===== src/rtl/trace_collector.sv =====
// trace_collector: buffers control-flow trace items coming out of the trace
// filter in a small first-word-fall-through FIFO. Each stored item carries the
// number of instructions that were not stored since the previous stored item,
// so the consumer can reconstruct how much execution it did not see. A full
// FIFO never stalls the core; lost items are counted instead.
module trace_collector #(
  parameter int PC_WIDTH   = 64,
  parameter int FIFO_DEPTH = 8,
  parameter int GAP_WIDTH  = 16,
  parameter int OVF_WIDTH  = 32
) (
  input  logic                          clk,
  input  logic                          rst,
  input  logic                          en,
  input  logic                          clear,
  input  logic                          instr_valid,
  input  logic [PC_WIDTH-1:0]           pc,
  input  logic [31:0]                   instr,
  input  logic                          drop_instr,
  output logic                          out_valid,
  input  logic                          out_ready,
  output logic [PC_WIDTH-1:0]           out_pc,
  output logic [31:0]                   out_instr,
  output logic [GAP_WIDTH-1:0]          out_gap,
  output logic                          out_gap_sat,
  output logic [$clog2(FIFO_DEPTH):0]   fifo_count,
  output logic [OVF_WIDTH-1:0]          overflow_count
);

  localparam int AW = $clog2(FIFO_DEPTH);
  localparam int CW = AW + 1;
  localparam logic [GAP_WIDTH-1:0] GAP_MAX = '1;
  localparam logic [OVF_WIDTH-1:0] OVF_MAX = '1;
  localparam logic [CW-1:0]        CNT_FULL = CW'(FIFO_DEPTH);

  typedef struct packed {
    logic [PC_WIDTH-1:0]  pc;
    logic [31:0]          instr;
    logic [GAP_WIDTH-1:0] gap;
    logic                 gap_sat;
  } item_t;

  item_t                mem [FIFO_DEPTH];
  item_t                head;
  logic [AW-1:0]        wr_ptr, rd_ptr;
  logic [CW-1:0]        count;
  logic [GAP_WIDTH-1:0] gap;
  logic                 gap_sat;

  logic flush, accept, kept, dropped, full, pop, push, lost, gap_inc;

  // Event decode. A flush wins over everything, so pop/push are masked by it
  // to keep the data array from being written during a flush.
  always_comb begin
    flush   = rst || clear;
    accept  = instr_valid && en;
    kept    = accept && !drop_instr;
    dropped = accept && drop_instr;
    full    = (count == CNT_FULL);
    pop     = out_valid && out_ready && !flush;
    // a pop in the same cycle frees the slot the new item needs
    push    = kept && (!full || pop) && !flush;
    lost    = kept && full && !pop && !flush;
    // a lost item is folded into the gap so the next stored item shows it
    gap_inc = dropped || lost;
  end

  // Occupancy and pointers; pointers wrap naturally since depth is a power of 2.
  always_ff @(posedge clk) begin
    if (flush) begin
      wr_ptr <= '0;
      rd_ptr <= '0;
      count  <= '0;
    end else begin
      if (push) wr_ptr <= wr_ptr + AW'(1);
      if (pop)  rd_ptr <= rd_ptr + AW'(1);
      if (push && !pop)      count <= count + CW'(1);
      else if (pop && !push) count <= count - CW'(1);
    end
  end

  // Data array; entries need no reset because fifo_count guards them.
  always_ff @(posedge clk) begin
    if (push) mem[wr_ptr] <= '{pc: pc, instr: instr, gap: gap, gap_sat: gap_sat};
  end

  // Gap tracker: counts unstored instructions, saturating and latching gap_sat
  // on the cycle it reaches all-ones.
  always_ff @(posedge clk) begin
    if (flush || push) begin
      gap     <= '0;
      gap_sat <= 1'b0;
    end else if (gap_inc && gap != GAP_MAX) begin
      gap <= gap + GAP_WIDTH'(1);
      if (gap == GAP_MAX - GAP_WIDTH'(1)) gap_sat <= 1'b1;
    end
  end

  // Saturating count of kept items lost to a full FIFO.
  always_ff @(posedge clk) begin
    if (flush)                              overflow_count <= '0;
    else if (lost && overflow_count != OVF_MAX) overflow_count <= overflow_count + OVF_WIDTH'(1);
  end

  // First-word-fall-through head presentation.
  always_comb begin
    head        = mem[rd_ptr];
    out_valid   = (count != '0);
    out_pc      = head.pc;
    out_instr   = head.instr;
    out_gap     = head.gap;
    out_gap_sat = head.gap_sat;
    fifo_count  = count;
  end

endmodule


===== config.mk =====
export PLATFORM = sky130hd
export DESIGN_NAME = trace_collector
export DESIGN_NICKNAME = d
export VERILOG_FILES = /design/src/rtl/trace_collector.sv
export SDC_FILE = /design/constraint.sdc
export NUM_CORES = 1
export LEC_CHECK = 0
export BUFFER_PORTS_ARGS = -buffer_cell sky130_fd_sc_hd__buf_4
export CORE_ASPECT_RATIO = 0.7
export CORE_MARGIN = 2
export CORE_UTILIZATION = 50
export CTS_BUF_LIST = sky130_fd_sc_hd__clkbuf_8
export DETAILED_ROUTE_END_ITERATION = 7
export PLACE_DENSITY = 0.71
export REMOVE_ABC_BUFFERS = 1
export SYNTH_ARGS = -nofsm -noshare
export SYNTH_HDL_FRONTEND = slang
export SYNTH_SLANG_ARGS = --single-unit

===== constraint.sdc =====
create_clock -name clk -period 13.5 [get_ports clk]
set_clock_uncertainty 0.15 [all_clocks]
set_input_delay 0 -clock clk [delete_from_list [all_inputs] [get_ports clk]]
set_output_delay 0 -clock clk [all_outputs]
set_load 0.03 [all_outputs]

==> flow_summary.ini <==
[worst_setup_path]
arrival_ps = 4830
rr_endpoint = mem[5][108]
path_class = in2reg
worstSetupEndpointType = flip-flop
cpMostUsedCell = buf_4
crit_chain = dlygate4sd3_1 > buf_4 > nand2_1 > dlygate4sd3_1 > a311oi_1 > buf_4 > and2_1 > nand2_1 > nor2_4 > buf_4 > buf_4
cp-endpoint = mem[5][108]
r2r_cells = 8
cp_slowest_stage_delay_ps = 800
startpoint_type = primary input
crit_path_start = en
r2r_start = fifo_count[1]
critPathMaxFanout = 49
r2r_slack_ps = 8930
crit_required_ps = 13730
crit_slowest_cell = buf_4

[clocking]
cts_setup_buffers = 0
cts_tree = built
cts_root_buf = clkbuf_8
cts-buffers-inserted = 143
cts_sinks = 966
cts_buffer_depth = 3
post_cts_resized = 0
clk_pin_slew_worst_paths_ps = 60
clk_latency_ps = 770
htreeDepth = 4

[place]
post-dp-hpwl_um = 41400
gp_congestion = 0.770
placed_area_um2 = 40000
io_buffers = 252
place_inst = 2863

[sta]
worst_slew_pin_slew_ps = 1110
grt_setup_unrepaired = no
tns_ps = 0
slew_headroom = 0.260
hold_violations = 0
slew_viol_final = 0
max_freq_ghz = 0.218
finalSetupViolCount = 0
holdWs_ps = 135
finalCriticalPeriod_ps = 4600
fin_crit_sh = 0.340

[grt]
grt_pass1_wl_um = 118000
met1_usage = 0.288
grt_max_degree = 166
use_met2 = 0.330
first_global_vias = 19832
grt_use_met3 = 0.0444
grt_overflow_total = 0
antenna_found_initial = 2
grt_use_total = 0.205
top_usage_layer = met2

[floorplanning]
rows = 83
die_area_um2 = 76100
die_y_um = 231
die_w_um = 329
coreArea_um2 = 73200
io_pins = 253
start_util = 0.504

[job]
drv_cap = 0

[min_path]
hold_path_class = in2reg

[route]
drt_pre_antenna_iters = 5
antenna_left = 0
drt_wl_total_um = 76900
wl_per_cell_um = 23.2
vias = 18661
first_iter_violations = 1507
via_per_inst = 5.62
drcViolationCount = 0

[yosys]
synth_cell_types = 50
ys_dominant_reg_cell = edfxtp_1
syn_avg_cell_area_um2 = 21.9
syn_area_um2 = 36900
seq_area_frac_synth = 0.769
synth_async_sr_flop_share = 0
synth_edf_count = 904
synthCells = 1686
yosys_warnings = 0
synth-seq-cells = 966

[power_and_ir_drop]
p_per_area_nw_per_um2 = 125
ir_drop_mv = 0.0645
p_leak_uw = 0.0144
total_power_uw = 5550

[layout]
instances_no_fill = 3319
finalNetCount = 2347
syn_to_final_growth_pct = 20.7
drive_above_1_share = 0.342
finalInstanceArea_um2 = 44500

[outcome]
status = finished clean
[kinds of logic after synthesis]
logic type | Yosys count | share of synthesized area
buffers and inverters | 82 | 0.00905
adders and majority gates | 9 | 0.00325
DFF | 966 | 0.769
AOI/OAI and AO/OA | 89 | 0.0149
muxes | 347 | 0.175
and+or+nand+nor | 181 | 0.0265
xor gates and xnor gates | 12 | 0.00285
[report_power, final]
group	total, uW	switching [uW]	internal, uW
combinational	167	81.7	85.7
sequential	3270	2.71	3270
clock	2110	1070	1040
[cells in the mapped netlist (all sizes together) (11+ instances only)]
master  count  share of area
nand2      38         0.0039
clkbuf     45         0.0046
dfxtp      62          0.034
o21ai      27         0.0037
mux2      113          0.034
mux4      226           0.14
a21oi      36         0.0049
edfxtp    904           0.74
or3        30         0.0052
nand3      22         0.0030
nor2       33         0.0034
buf        29         0.0037
nand4      11         0.0019
[flip-flops by register name (all words and copies together) (netlist names), named ones only]
| signal | cells |
|---|---|
| mem | 904 |
| overflow_count | 32 |
| gap | 16 |
| fifo_count | 4 |
| rd_ptr | 3 |
| wr_ptr | 3 |
| gap_sat | 1 |
[critical path: cells and delay by family]
family          cells  cell delay (ps)
buf+inv             6             3160
simple gates        4             1230
compound gates      1              380
[area by class of cell]
type,instances,area (um^2)
Fill cell,5126,28700
Timing Repair Buffer,478,4120
Tap cell,977,1220
Clock inverter,102,480
Inverter,8,30.0
Multi-Input combinational cell,638,8250
Sequential cell,966,28400
Antenna cell,2,5.00
Clock buffer,148,2040
[how the worst min path moves through the flow]
stage	start	endpoint	cells after the start
final	rst	overflow_count[6]	5
after global routing	rst	overflow_count[6]	5
after CTS	rst	overflow_count[1]	5
after detailed placement	instr[13]	mem[2][30]	1
after global placement	pc[39]	mem[5][88]	1
after floorplan	pc[51]	mem[0][100]	0
[through the flow]
| step | setup WS [ps] | util |
|---|---|---|
| global placement | 9020 | 0.546 |
| detailed placement | 8890 | 0.546 |
| finish | 8900 | 0.608 |
| global route | 8640 | 0.608 |
| CTS | 8870 | 0.608 |
| floorplan | 3100 | - |
[layer usage]
metal	up-vias	share of wire
met1	9814	0.44
met3	88	0.060
met2	554	0.49
met5	-	0.00035
li1	8201	-
met4	4	0.013
[placed cells by master, fill, tap and decap left out, types with 3 or more instances in the layout]
master | netlist | final
edfxtp_1 | 904 | 904
buf_4 | 0 | 272
mux4_2 | 226 | 226
dlygate4sd3_1 | 0 | 204
clkbuf_8 | 0 | 148
mux2_2 | 113 | 113
dfxtp_1 | 62 | 59
inv_1 | 8 | 52
clkinv_1 | 0 | 39
nand2_1 | 38 | 38
a21oi_1 | 36 | 36
or3_1 | 29 | 29
nor2_1 | 33 | 27
o21ai_0 | 27 | 27
nand3_1 | 22 | 22
nand4_1 | 11 | 11
and3_1 | 9 | 9
or4_1 | 9 | 9
clkinv_2 | 0 | 9
mux2i_1 | 8 | 8
ha_1 | 8 | 8
nor3_1 | 8 | 6
nor2_4 | 0 | 6
and4_1 | 6 | 6
xor2_1 | 6 | 6
xnor2_1 | 6 | 6
nand2b_1 | 5 | 5
o31ai_1 | 5 | 5
clkinvlp_4 | 0 | 4
a311oi_1 | 3 | 3
a31o_2 | 3 | 3
dfxtp_4 | 0 | 3
[what timing repair did]
action,CTS,global route
endpoints found under the hold margin,830,0
hold buffers,204,0
setup endpoints to repair,0,0
(Power assumes the default switching activity.)
